## config.mk

```make
export PLATFORM = sky130hd
export DESIGN_NAME = bus_arbiter_rr_flat
export DESIGN_NICKNAME = d
export VERILOG_FILES = /design/src/rtl/bus_arbiter_rr_if.sv /design/src/rtl/bus_arbiter_rr.sv /design/src/flat_wrapper.sv
export SDC_FILE = /design/constraint.sdc
export NUM_CORES = 1
export LEC_CHECK = 0
export ABC_AREA = 0
export BUFFER_PORTS_ARGS = -buffer_cell sky130_fd_sc_hd__buf_2
export CAP_MARGIN = 20
export CORE_AREA = 2 2 76 78
export DETAILED_ROUTE_END_ITERATION = 10
export DIE_AREA = 0 0 78 80
export SYNTH_ARGS = -nofsm -noshare
export SYNTH_HDL_FRONTEND = slang
export SYNTH_SLANG_ARGS = --single-unit
```

## constraint.sdc

```tcl
create_clock -name clock -period 5 [get_ports clock]
set_input_delay 1 -clock clock [delete_from_list [all_inputs] [get_ports clock]]
set_output_delay 1 -clock clock [all_outputs]
set_load 0.1 [all_outputs]
```

## src/rtl/bus_arbiter_rr_if.sv

```systemverilog
// Request/grant bundle between the masters and the round-robin bus arbiter.
interface bus_arbiter_rr_if #(
  parameter int unsigned NUM_REQ = 8,
  parameter int unsigned IDX_W   = 3
);
  logic [NUM_REQ-1:0] req;
  logic [NUM_REQ-1:0] done;
  logic [NUM_REQ-1:0] grant;
  logic [IDX_W-1:0]   grant_idx;
  logic               busy;
  logic               timeout;

  modport master (
    output req, done,
    input  grant, grant_idx, busy, timeout
  );

  modport slave (
    input  req, done,
    output grant, grant_idx, busy, timeout
  );
endinterface

```

## src/rtl/bus_arbiter_rr.sv

```systemverilog
// Round-robin arbiter for a shared tristate bus: registered one-hot grant,
// optional dead cycles between owners and an optional per-ownership hold limit.
module bus_arbiter_rr #(
  parameter int unsigned NUM_REQ    = 8,
  parameter int unsigned IDX_W      = 3,
  parameter int unsigned MAX_HOLD   = 16,
  parameter int unsigned TURNAROUND = 1
) (
  input logic             clock,
  input logic             reset,
  bus_arbiter_rr_if.slave bus
);

  localparam int unsigned HoldW = (MAX_HOLD > 1) ? $clog2(MAX_HOLD) : 1;
  localparam int unsigned GapW  = (TURNAROUND > 1) ? $clog2(TURNAROUND) : 1;

  typedef enum logic [1:0] {StIdle, StOwn, StGap} state_e;

  state_e             state_q, state_d;
  logic [NUM_REQ-1:0] grant_q, grant_d;
  logic [IDX_W-1:0]   idx_q, idx_d;
  logic [IDX_W-1:0]   ptr_q, ptr_d;
  logic [HoldW-1:0]   hold_q, hold_d;
  logic [GapW-1:0]    gap_q, gap_d;
  logic               timeout_q, timeout_d;

  logic [IDX_W-1:0]   pick_base;
  logic [IDX_W-1:0]   pick_idx;
  logic [IDX_W-1:0]   cand;
  logic               pick_vld;
  logic [NUM_REQ-1:0] pick_onehot;
  logic               owner_done, owner_drop, hold_hit, release_own;

  // With direct handoff the scan must start past the owner being released this edge.
  assign pick_base = (state_q == StOwn) ? idx_q + IDX_W'(1) : ptr_q;

  // Rotating priority scan: first set request at or after pick_base (index wraps).
  always_comb begin
    pick_vld = 1'b0;
    pick_idx = '0;
    cand     = '0;
    for (int unsigned i = 0; i < NUM_REQ; i++) begin
      cand = pick_base + IDX_W'(i);
      if (!pick_vld && bus.req[cand]) begin
        pick_vld = 1'b1;
        pick_idx = cand;
      end
    end
  end

  assign pick_onehot = {{(NUM_REQ-1){1'b0}}, 1'b1} << pick_idx;

  assign owner_done  = bus.done[idx_q];
  assign owner_drop  = !bus.req[idx_q];
  assign hold_hit    = (MAX_HOLD != 0) && (hold_q == HoldW'(MAX_HOLD - 1));
  assign release_own = owner_done || owner_drop || hold_hit;

  // Next-state and next-grant decode.
  always_comb begin
    state_d   = state_q;
    grant_d   = grant_q;
    idx_d     = idx_q;
    ptr_d     = ptr_q;
    hold_d    = hold_q;
    gap_d     = gap_q;
    timeout_d = 1'b0;
    unique case (state_q)
      StIdle: begin
        if (pick_vld) begin
          state_d = StOwn;
          grant_d = pick_onehot;
          idx_d   = pick_idx;
          hold_d  = '0;
        end
      end
      StOwn: begin
        if (release_own) begin
          ptr_d     = idx_q + IDX_W'(1);
          // Forced release is flagged only when the owner had not ended on its own.
          timeout_d = hold_hit && !owner_done && !owner_drop;
          grant_d   = '0;
          idx_d     = '0;
          hold_d    = '0;
          if (TURNAROUND != 0) begin
            state_d = StGap;
            gap_d   = '0;
          end else if (pick_vld) begin
            state_d = StOwn;
            grant_d = pick_onehot;
            idx_d   = pick_idx;
          end else begin
            state_d = StIdle;
          end
        end else begin
          hold_d = hold_q + HoldW'(1);
        end
      end
      StGap: begin
        if (gap_q == GapW'(TURNAROUND - 1)) begin
          if (pick_vld) begin
            state_d = StOwn;
            grant_d = pick_onehot;
            idx_d   = pick_idx;
            hold_d  = '0;
          end else begin
            state_d = StIdle;
          end
        end else begin
          gap_d = gap_q + GapW'(1);
        end
      end
      default: state_d = StIdle;
    endcase
  end

  // State and registered outputs; reset drops the grant without a clock.
  always_ff @(posedge clock or posedge reset) begin
    if (reset) begin
      state_q   <= StIdle;
      grant_q   <= '0;
      idx_q     <= '0;
      ptr_q     <= '0;
      hold_q    <= '0;
      gap_q     <= '0;
      timeout_q <= 1'b0;
    end else begin
      state_q   <= state_d;
      grant_q   <= grant_d;
      idx_q     <= idx_d;
      ptr_q     <= ptr_d;
      hold_q    <= hold_d;
      gap_q     <= gap_d;
      timeout_q <= timeout_d;
    end
  end

  assign bus.grant     = grant_q;
  assign bus.grant_idx = idx_q;
  assign bus.busy      = |grant_q;
  assign bus.timeout   = timeout_q;

endmodule
```

## src/flat_wrapper.sv

```systemverilog
// flat-port wrapper written by rule: the top's interface ports become plain ports
module bus_arbiter_rr_flat 
#(
  parameter int unsigned NUM_REQ    = 8,
  parameter int unsigned IDX_W      = 3,
  parameter int unsigned MAX_HOLD   = 16,
  parameter int unsigned TURNAROUND = 1
)
  (clock, reset, bus_req, bus_done, bus_grant, bus_grant_idx, bus_busy, bus_timeout);
  bus_arbiter_rr_if #(.NUM_REQ(NUM_REQ), .IDX_W(IDX_W)) bus_i ();
  input logic clock;
  input logic reset;
  input wire logic [$bits(bus_i.req)-1:0] bus_req;
  input wire logic [$bits(bus_i.done)-1:0] bus_done;
  output wire logic [$bits(bus_i.grant)-1:0] bus_grant;
  output wire logic [$bits(bus_i.grant_idx)-1:0] bus_grant_idx;
  output wire logic [$bits(bus_i.busy)-1:0] bus_busy;
  output wire logic [$bits(bus_i.timeout)-1:0] bus_timeout;
  assign bus_i.req = bus_req;
  assign bus_i.done = bus_done;
  assign bus_grant = bus_i.grant;
  assign bus_grant_idx = bus_i.grant_idx;
  assign bus_busy = bus_i.busy;
  assign bus_timeout = bus_i.timeout;
  bus_arbiter_rr #(.NUM_REQ(NUM_REQ), .IDX_W(IDX_W), .MAX_HOLD(MAX_HOLD), .TURNAROUND(TURNAROUND)) u_core (.clock(clock), .reset(reset), .bus(bus_i));
endmodule
```

Yosys cells after proc, flatten, opt, wreduce, memory -nomap -nowiden
Index checks and enable logic that the tools add are counted.
{"block": "word_totals", "output_inout_bits": 13, "in_bits": 18, "reg_bits": 22, "elab_cells": 121}
{"block": "op_classes", "muxes": 59, "n_reduce_logical": 29, "n_lt_le_gt_ge": 9, "shift": 1, "eq_ne": 6, "addsub": 10}
{"op": "3-bit by 4-bit less-than comparator with 1-bit output, second input constant", "count": 9}
{"op": "3-bit 2-to-1 mux", "count": 12}
{"op": "1-bit binary-select mux with 3-bit select", "count": 10}
{"op": "8-bit 2-to-1 mux", "count": 3}
{"op": "8-bit case mux with 3 select lines", "count": 1}
{"op": "1-bit 2-to-1 mux", "count": 23}
{"op": "3-bit adder, second input constant", "count": 4}
{"op": "4-bit 2-to-1 mux", "count": 3}
{"op": "4-bit case mux with 3 select lines", "count": 1}
{"op": "1-bit logical AND", "count": 9}
{"op": "1-bit zero test", "count": 9}
{"op": "3-bit case mux with 3 select lines", "count": 1}
{"op": "8-bit OR reduction", "count": 1}
{"op": "1-bit by 3-bit left shift with 8-bit output, first input constant", "count": 1}
{"op": "3-bit by 1-bit adder with 3-bit output, second input constant", "count": 2}
{"op": "3-bit by 2-bit adder with 3-bit output, second input constant", "count": 2}
{"op": "2-bit 2-to-1 mux", "count": 3}
{"op": "2-bit case mux with 3 select lines", "count": 1}
{"op": "2-bit AND reduction", "count": 3}
{"op": "3-bit AND reduction", "count": 2}
{"op": "4-bit by 1-bit adder with 4-bit output, second input constant", "count": 1}
{"op": "4-bit == test, second input constant", "count": 1}
{"op": "2-bit by 1-bit != test with 1-bit output, second input constant", "count": 2}
{"op": "3-bit nonzero test", "count": 1}
{"op": "other kinds (8)", "count": 9}

Depth between registers and ports, before layout
Gate-level depths: netlist of the first run.
{"block": "depth", "depth_word": 30, "mapped_depth": 15, "mapped_depth_nobuf": 12}

Worst setup path before layout of the first run
No wires, ideal clock.
{"block": "synth_path", "path_kind": "reg2reg", "start": "register u_core.idx_q[0], in the netlist u_core.bus.grant_idx[0]", "end": "register u_core.grant_q[5], in the netlist u_core.bus.grant[5]", "path_buffers": 2, "t_required_ns": 4.905, "path_stages_with_launch": 14, "arrival_ns": 3.941, "period_less_slack_ns": 4.036, "setup_slack_ns": 0.964, "setup_ns": 0.095, "path_cell_list": "dfrtp_1 > ha_1 > mux2i_1 > inv_1 > clkbuf_1 > ha_1 > xnor2_4 > mux2i_1 > nand4_1 > buf_2 > o31a_1 > a211oi_1 > o21ai_1 > o31ai_1"}
{"block": "synth_via", "elab_chain_cells": 30, "elab_cells_between_ends": 68, "cone_classes": "8 x add/sub; 1 x eq/ne; 1 x shift; 40 x mux; 18 x reduce/logical"}
{"item": "from (decl)", "line": "bus_arbiter_rr.sv:21", "text": "logic [IDX_W-1:0] idx_q, idx_d;"}
{"item": "from (signal assigned)", "line": "bus_arbiter_rr.sv:129", "text": "idx_q <= idx_d;"}
{"item": "parallel branches: the longest is 30 deep, another holds 3-bit by 1-bit adder with 3-bit output"}
{"item": "to (signal assigned)", "line": "bus_arbiter_rr.sv:128", "text": "grant_q <= grant_d;"}
{"item": "to (decl)", "line": "bus_arbiter_rr.sv:20", "text": "logic [NUM_REQ-1:0] grant_q, grant_d;"}
Parallel ways; which one is timed is not known. The select of a mux whose other input is x is not followed.
A chain may end at the register's enable or synchronous reset.

Final worst setup path of the first run
{"block": "layout_path", "start": "register u_core.idx_q[0], in the netlist u_core.bus.grant_idx[0]", "end": "register u_core.grant_q[2], in the netlist u_core.bus.grant[2]"}
Same word-level chain as after synthesis.

==> metrics, run 1 <==
largest net degree at the start of global routing 24; CTS tree done; Slew @ Worst Pin 0.787 ns; Vias/cell 6.04; first-pass GRT wire length 9070 µm; run status completed; Synth Area in Compound Gates 31.5%; Cell variety after synth 54; I/O pin total 31; Setup crit start kind flip-flop; largest cells by area after synthesis dfrtp_1 25%, o211ai_1 6.5%, nand3_1 6.0%, nand2_1 4.3%, a21oi_1 3.6%; Arr. time, crit path 4.46 ns; endpoints failing hold 0; syn_nets 281; Filler Cells Inserted 558; Warnings, synthesis 0; nets 309; period utilization 85.9%; clock buffer depth 2; Routed wire per std cell 15.6 µm; initial antenna violation count 0; Crit-path slowest cell or4_1; commonest non-fill, non-tap cell in the layout buf_2; CP Capture Type flip-flop; top_reg_cell synth dfrtp_1; Post-synth EDFFs 0; synthesis-stage register bit count 21; Fmax 0.233 GHz; post-cts resize count 0; GRT Util Overall 18.1%; Cell Rows 27; slowest stage delay, CP 0.66 ns; root buf cell clkbuf_8; Hold Buf Count CTS 0; Post-Syn Instances 259; critical-path cell list or3b_1 -> o21ai_1 -> inv_1 -> ha_1 -> inv_1 -> a21oi_1 -> mux2i_1 -> nand4_1 -> or4_1 -> o211a_1 -> or2_4 -> o31ai_1; Slew Limit Fails 0; die area 6240 µm²; Hold WC Path Type reg2reg; width of the die 78 µm; Starting Density 38.5%; Avg Inst Size Synth 8.03 µm²; CTS H-Tree Depth 1; post-synthesis async set-or-reset flop share 100%; CP Class reg2reg; final WL 5590 µm; sequential share of the synthesized area 25.3%; DP HPWL 4340 µm; Synth Area in XOR/XNOR 3.43%; Post-route DRC 0; routability congestion estimate 0.942; cts bufs inserted 3; number of I/O port buffers 30; crit-path most repeated cell inv_1; max-cap viol count 0; area occupied by multi-input gates 1460 µm²; Skew-Pair Late Insertion Delay 0.26 ns; Setup TNS 0 ns; Clock Sinks 21; die height 80 µm; total grt overflow 0; Setup Skew 0.00303 ns; worst-path maximum fanout 15; area share of the largest cell type after synthesis 25.3%; Antenna Diode Count 0; Final min period 4.30 ns; RSZ-0062 raised after global routing no; Yosys top cell by area dfrtp_1; antenna viol nets, final 0; worst endpoint required time 5.16 ns; Mapped Area 2080 µm²; drt first-iter violations 195; Synth Area in Adders 2.41%; simple-gate area share of the yosys netlist 25.9%; fraction of layout cells with a size suffix above 1 17.8%; largest family of logic cells by synthesized area compound AO/OA/AOI/OAI gates; Vias 2,162; commonest non-fill, non-tap cells in the layout 30 x buf_2, 25 x nand3_1, 24 x nand2_1, 21 x dfrtp_1, 18 x o211ai_1; register area 526 µm²; vias in the first global route 1,889; layout overhead on the synthesized area 12.4%; worst relative slew slack 47.5%; Clock transition at path regs 0.07 ns; first drt pass iteration count 5; postcts setup bufs 0; mux contribution to synthesized area 6.98%; Core ar. 5410 µm²; Setup Viol. Count Final 0
==> synthesized netlist by cell type, drive strengths merged (6+ instances only) <==
| cell | n |
|---|---|
| nand3 | 25 |
| nand2 | 24 |
| dfrtp | 21 |
| o211ai | 20 |
| a21oi | 15 |
| nor2 | 14 |
| o21ai | 13 |
| and2 | 9 |
| inv | 9 |
| o31ai | 9 |
| buf | 7 |
| mux2i | 7 |
| mux2 | 6 |
| nor3 | 6 |
==> critical path, delay by kind of cell, from the launching register on <==
kind            cells  cell delay, ns
flops               1            0.55
simple gates        4            1.95
mux                 1            0.19
compound gates      4            0.77
buf+inv             2            0.35
fa+ha+maj           1            0.39
==> flip-flops by register name, indices dropped and copies added (netlist names) <==
signal / count
u_core.bus.grant: 8
u_core.hold_q: 4
u_core.bus.grant_idx: 3
u_core.ptr_q: 3
u_core.state_q: 2
u_core.bus.timeout: 1
==> area by class of cell <==
type / count / share of cell area, %
inverter: 10 / 1.60
multi-input combinational: 217 / 62.5
clock buffer: 4 / 1.93
timing repair buffer: 34 / 7.70
tap: 72 / 3.85
sequential: 21 / 22.5
==> through the flow <==
stage / instances / area, µm² / utilization [%] / hold WS [ns] / worst slack [ns]
after global routing: 358 / 2340 / 43.3 / 0.523 / 0.272
after CTS: 358 / 2340 / 43.3 / 0.487 / 0.727
after global placement: 354 / 2290 / 42.5 / 0.472 / 0.801
final: 358 / 2340 / 43.3 / 0.484 / 0.703
after floorplan: 259 / 2080 / - / 0.445 / 0.964
after detailed placement: 354 / 2290 / 42.5 / 0.475 / 0.791
==> path summary, 6_finish.rpt <==
kind / from / end / slack (ns) / cells past startpoint
max reg2reg: u_core.bus.grant_idx[0]$_DFFE_PP0P_ / u_core.bus.grant[2]$_DFFE_PP0P_ / 0.70 / 12
min in group asynchronous: reset / u_core.bus.grant_idx[2]$_DFFE_PP0P_ / 0.88 / 2
max: u_core.bus.grant_idx[0]$_DFFE_PP0P_ / u_core.bus.grant[2]$_DFFE_PP0P_ / 0.70 / 12
min: u_core.hold_q[3]$_DFFE_PP0P_ / u_core.hold_q[3]$_DFFE_PP0P_ / 0.48 / 1
max in group asynchronous: reset / u_core.bus.grant[0]$_DFFE_PP0P_ / 3.63 / 2
min reg2reg: u_core.hold_q[3]$_DFFE_PP0P_ / u_core.hold_q[3]$_DFFE_PP0P_ / 0.48 / 1
==> layer usage <==
metal	track usage [%]	share of wire, %
met2	28.3	44
met4	7.02	1.6
met1	25.8	48
met3	1.70	6.6
met5	0	0
==> logic make-up (layout without fill, tap and decap cells) <==
group / after synthesis / in the layout
AOI/OAI and AO/OA: 89 / 89
muxes: 13 / 13
xor gates and xnor gates: 6 / 6
and+or+nand+nor: 105 / 105
buffers and inverters: 21 / 48
DFF: 21 / 21
adders and majority gates: 4 / 4
Power of run 1 is left out: the tool's default activity adds up to more than one toggle a clock period on the data nets, which glitch-free logic cannot reach.
==> run 2, diff against run 1 <==
--- a/config.mk
+++ b/config.mk
@@ -8,9 +8,12 @@
 export ABC_AREA = 0
 export BUFFER_PORTS_ARGS = -buffer_cell sky130_fd_sc_hd__buf_2
 export CAP_MARGIN = 20
+export CELL_PAD_IN_SITES_DETAIL_PLACEMENT = 0
+export CELL_PAD_IN_SITES_GLOBAL_PLACEMENT = 1
 export CORE_AREA = 2 2 76 78
 export DETAILED_ROUTE_END_ITERATION = 10
 export DIE_AREA = 0 0 78 80
+export PLACE_DENSITY_LB_ADDON = 0.1
 export SYNTH_ARGS = -nofsm -noshare
 export SYNTH_HDL_FRONTEND = slang
 export SYNTH_SLANG_ARGS = --single-unit
==> run 2 against run 1 <==
Net effect:
- first-iteration DRC count decreased by 35%
- maximum frequency increased by 1.1%
- wire length increased by 2.9%
- non-clock buffer count increased by 1
- hold slack improved by 0.0026 ns
==> metrics, run 2 (synthesized netlist as in run 1, its figures left out) <==
run status completed; CP Capture Type flip-flop; CTS H-Tree Depth 1 (unchanged); drt first-iter violations 126 (-35%); DP HPWL 4590 µm (+5.7%); Routed wire per std cell 16.0 µm (+2.6%); worst endpoint required time 5.16 ns (about the same); RSZ-0062 raised after global routing no; Final min period 4.25 ns (-0.0456 ns); Core ar. 5410 µm² (unchanged); Crit-path slowest cell or3b_1; Setup TNS 0 ns (unchanged); initial antenna violation count 0 (unchanged); max FFs per register 8 (unchanged); Setup crit start kind flip-flop; Clock transition at path regs 0.08 ns (about the same); I/O pin total 31 (unchanged); CP Class reg2reg; worst relative slew slack 46.9% (-0.57 points); GRT Util Overall 19.8% (+1.7 points); width of the die 78 µm (unchanged); largest net degree at the start of global routing 23 (-4.2%); worst-path maximum fanout 15 (unchanged); Arr. time, crit path 4.41 ns (-0.05 ns); Hold Buf Count CTS 0 (unchanged); area occupied by multi-input gates 1460 µm² (unchanged); period utilization 85.0% (-0.91 points); commonest non-fill, non-tap cell in the layout buf_2; vias in the first global route 2,063 (+9.2%); CP Buf/Inv Count 2 (unchanged); first drt pass iteration count 4 (-1); layout overhead on the synthesized area 12.9%; Finished Layout Cells 359 (+0.28%); cts bufs inserted 3 (unchanged); Hold WC Path Type reg2reg; Slew Limit Fails 0 (unchanged); Antenna Diode Count 0 (unchanged); post-route cell area 2350 µm² (+0.37%); Fmax 0.235 GHz (+1.1%); Hold WS 0.487 ns (+0.00264 ns); die height 80 µm (unchanged); Post-route DRC 0 (unchanged); register area 526 µm² (unchanged); slowest stage delay, CP 0.58 ns (-0.08 ns); antenna viol nets, final 0 (unchanged); Vias 2,141 (-0.97%); commonest non-fill, non-tap cells in the layout 30 x buf_2, 25 x nand3_1, 24 x nand2_1, 21 x dfrtp_1, 18 x o211ai_1; FF-to-FF path depth 12 (unchanged); reg2reg setup slack 0.75 ns (+0.05 ns); Filler Cells Inserted 565 (+1.3%); max-cap viol count 0 (unchanged); endpoints failing hold 0 (unchanged); Starting Density 38.5% (unchanged); routability congestion estimate 0.863 (-8.4%); Setup Viol. Count Final 0 (unchanged); Vias/cell 5.96 (-1.2%); Setup Skew 0.00552 ns (+0.00249 ns); post-cts resize count 0 (unchanged); Skew-Pair Late Insertion Delay 0.26 ns (about the same); Placed Instance Area 2300 µm² (+0.33%); FF-to-FF End u_core.bus.grant[1]$_DFFE_PP0P_; die area 6240 µm² (unchanged); fraction of layout cells with a size suffix above 1 18.5% (+0.63 points); Slew @ Worst Pin 0.796 ns (+0.00856 ns); worst setup path start u_core.bus.grant_idx[0]$_DFFE_PP0P_; CP Depth 12 (unchanged); delay-heaviest family, CP compound AO/OA/AOI/OAI gates; final WL 5750 µm (+2.9%); CP endpoint u_core.bus.grant[1]$_DFFE_PP0P_; Hold Crit Depth 1 (unchanged); total grt overflow 0 (unchanged); nets 310 (+0.32%); Cell Rows 27 (unchanged); number of I/O port buffers 30 (unchanged); critical-path cell list or3b_1 -> o21ai_1 -> inv_1 -> ha_1 -> inv_1 -> a21oi_1 -> mux2i_1 -> nand4_1 -> o31a_1 -> a211oi_1 -> o21ai_1 -> o31ai_1; postcts setup bufs 0 (unchanged); FF-to-FF Start u_core.bus.grant_idx[0]$_DFFE_PP0P_; root buf cell clkbuf_8; Clock Sinks 21 (unchanged); placed cell count 355 (+0.28%); first-pass GRT wire length 9930 µm (+9.5%); CTS tree done; clock buffer depth 2 (unchanged)
## run 2: cell count changes in the layout (fill, tap and decap cells not counted)
| cell | before | now |
|---|---|---|
| clkbuf_1 | 1 | 0 |
| buf_4 | 4 | 5 |
| clkinv_2 | 0 | 1 |
## run 2: layout make-up
class                      instances  area share (%)
clock inverter                     1           0.213
timing repair buffer              35            7.99
sequential                        21            22.4
clock buffer                       3            1.76
tap                               72            3.84
inverter                          10            1.60
multi-input combinational        217            62.2
## run 2: through the flow
| step | utilization [%] | setup slack, ns |
|---|---|---|
| 3_5_place_dp | 42.6 | 0.826 |
| 4_1_cts | 43.4 | 0.797 |
| 2_1_floorplan | - | 0.964 |
| 6_report | 43.4 | 0.749 |
| 3_3_place_gp | 42.6 | 0.855 |
| 5_1_grt | 43.4 | 0.476 |
## run 2: worst min-delay path by stage
| stage | startpoint | endpoint | slack (ns) |
|---|---|---|---|
| finish | u_core.hold_q[3]$_DFFE_PP0P_ | u_core.hold_q[3]$_DFFE_PP0P_ | 0.49 |
| detailed placement | u_core.hold_q[3]$_DFFE_PP0P_ | u_core.hold_q[3]$_DFFE_PP0P_ | 0.47 |
| global placement | u_core.hold_q[3]$_DFFE_PP0P_ | u_core.hold_q[3]$_DFFE_PP0P_ | 0.47 |
| CTS | u_core.hold_q[3]$_DFFE_PP0P_ | u_core.hold_q[3]$_DFFE_PP0P_ | 0.49 |
| floorplan | u_core.hold_q[3]$_DFFE_PP0P_ | u_core.hold_q[3]$_DFFE_PP0P_ | 0.44 |
| global route | u_core.hold_q[3]$_DFFE_PP0P_ | u_core.hold_q[3]$_DFFE_PP0P_ | 0.53 |
## run 2: layer usage
metal	GRT usage (%)	vias to the layer above	wire [µm]
met3	2.04	10	321
met2	34.8	65	2700
met4	5.79	0	77
li1	-	1059	-
met5	0	-	0
met1	25.6	1007	2650
Power of run 2 is left out for the same reason.
==> run 3, diff against run 2 <==
--- a/config.mk
+++ b/config.mk
@@ -13,6 +13,7 @@
 export CORE_AREA = 2 2 76 78
 export DETAILED_ROUTE_END_ITERATION = 10
 export DIE_AREA = 0 0 78 80
+export GPL_TIMING_DRIVEN = 0
 export PLACE_DENSITY_LB_ADDON = 0.1
 export SYNTH_ARGS = -nofsm -noshare
 export SYNTH_HDL_FRONTEND = slang
==> run 3 against run 2 <==
Net effect:
- die area is the same
- sequential share of layout area fell by 0.17 points
- setup slack better by 0.081 ns
- final area rose by 0.75%
- non-clock buffer count increased by 6
- via count shrank 0.84%
- flip-flop and latch count unchanged
- critical path depth increased by 1
- maximum frequency rose by 1.9%
- clock skew increased by 0.0049 ns
- cell count increased by 1.7%
- highest routed layer unchanged
==> metrics, run 3 (synthesized netlist as in run 1, its figures left out) <==
Slew Limit Fails 0 (unchanged); worst-path maximum fanout 10 (-5); Finished Layout Cells 365 (+1.7%); die height 80 µm (unchanged); FF-to-FF End u_core.bus.grant[0]$_DFFE_PP0P_; root buf cell clkbuf_8; Final min period 4.17 ns (-0.0808 ns); Placed Instance Area 2320 µm² (+0.82%); commonest non-fill, non-tap cell in the layout buf_2; postcts setup bufs 0 (unchanged); FF-to-FF path depth 13 (+1); RSZ-0062 raised after global routing no; post-cts resize count 0 (unchanged); DP HPWL 4640 µm (+1.2%); Vias/cell 5.82 (-2.5%); vias in the first global route 2,022 (-2.0%); max FFs per register 8 (unchanged); Core ar. 5410 µm² (unchanged); routability congestion estimate 0.891 (+3.2%); nets 316 (+1.9%); cts bufs inserted 3 (unchanged); Setup crit start kind flip-flop; largest net degree at the start of global routing 22 (-4.3%); CP endpoint u_core.bus.grant[0]$_DFFE_PP0P_; post-route cell area 2370 µm² (+0.75%); register area 526 µm² (unchanged); CTS tree done; commonest non-fill, non-tap cells in the layout 36 x buf_2, 25 x nand3_1, 24 x nand2_1, 21 x dfrtp_1, 18 x o211ai_1; Setup Viol. Count Final 0 (unchanged); Clock Sinks 21 (unchanged); reg2reg setup slack 0.83 ns (+0.08 ns); fraction of layout cells with a size suffix above 1 18.4% (-0.037 points); antenna viol nets, final 0 (unchanged); max-cap viol count 0 (unchanged); number of I/O port buffers 30 (unchanged); Hold WC Path Type reg2reg; GRT Util Overall 19.7% (-0.12 points); I/O pin total 31 (unchanged); Setup Skew 0.0104 ns (+0.00489 ns); FF-to-FF Start u_core.bus.grant_idx[1]$_DFFE_PP0P_; Slew @ Worst Pin 0.777 ns (-0.0190 ns); Vias 2,123 (-0.84%); CP Class reg2reg; Starting Density 38.5% (unchanged); Post-route DRC 0 (unchanged); Hold Buf Count CTS 0 (unchanged); Setup TNS 0 ns (unchanged); Clock transition at path regs 0.08 ns (about the same); Cell Rows 27 (unchanged); Skew-Pair Late Insertion Delay 0.26 ns (about the same); endpoints failing hold 0 (unchanged); Antenna Diode Count 0 (unchanged); CP Capture Type flip-flop; first-pass GRT wire length 9850 µm (-0.77%); period utilization 83.4% (-1.6 points); initial antenna violation count 0 (unchanged); layout overhead on the synthesized area 13.7%; total grt overflow 0 (unchanged); Fmax 0.240 GHz (+1.9%); final WL 5850 µm (+1.7%); Arr. time, crit path 4.34 ns (-0.07 ns); clock buffer depth 2 (unchanged); die area 6240 µm² (unchanged); Routed wire per std cell 16.0 µm (about the same); placed cell count 361 (+1.7%); Filler Cells Inserted 582 (+3.0%); width of the die 78 µm (unchanged); worst relative slew slack 48.2% (+1.3 points); worst endpoint required time 5.17 ns (about the same); first drt pass iteration count 4 (unchanged); worst setup path start u_core.bus.grant_idx[1]$_DFFE_PP0P_; area occupied by multi-input gates 1460 µm² (unchanged); CTS H-Tree Depth 1 (unchanged); drt first-iter violations 124 (-1.6%); run status completed
[run 3: area by class of cell]
type,instances,area share [%]
buffer,11,2.38
clock buffer,4,1.90
multi-input combinational,217,61.8
sequential,21,22.2
inverter,10,1.59
tap,72,3.81
timing repair buffer,30,6.35
[run 3: routing by layer]
layer | wire, µm | global-route usage, %
met3 | 264 | 1.47
met5 | 0 | 0
met1 | 2760 | 25.7
met4 | 82 | 5.96
met2 | 2740 | 34.6
[run 3: worst min path at each step]
stage / start / end / cells after the start
3_3_place_gp: u_core.hold_q[3]$_DFFE_PP0P_ / u_core.hold_q[3]$_DFFE_PP0P_ / 1
2_1_floorplan: u_core.hold_q[3]$_DFFE_PP0P_ / u_core.hold_q[3]$_DFFE_PP0P_ / 1
4_1_cts: u_core.hold_q[3]$_DFFE_PP0P_ / u_core.hold_q[3]$_DFFE_PP0P_ / 1
3_5_place_dp: u_core.hold_q[3]$_DFFE_PP0P_ / u_core.hold_q[3]$_DFFE_PP0P_ / 1
5_1_grt: u_core.hold_q[3]$_DFFE_PP0P_ / u_core.hold_q[3]$_DFFE_PP0P_ / 1
6_report: u_core.hold_q[3]$_DFFE_PP0P_ / u_core.hold_q[3]$_DFFE_PP0P_ / 1
[run 3: through the flow]
stage | utilization, % | setup slack (ns) | hold slack [ns]
2_1_floorplan | - | 0.964 | 0.445
3_3_place_gp | 42.9 | 0.808 | 0.467
3_5_place_dp | 42.9 | 0.886 | 0.479
4_1_cts | 43.8 | 0.876 | 0.488
5_1_grt | 43.8 | 0.412 | 0.514
6_report | 43.8 | 0.830 | 0.486
[run 3: critical path: stages (launching register included)]
cell and delay, ns:
dfrtp_1 0.47, ha_1 0.35, mux2i_1 0.30, inv_1 0.14, clkbuf_1 0.24, ha_1 0.35, xnor2_4 0.36, mux2i_1 0.29
nand4_1 0.22, buf_2 0.24, o31a_1 0.31, a211oi_1 0.30, o21ai_1 0.23, o31ai_1 0.27
Power of run 3 is left out for the same reason.
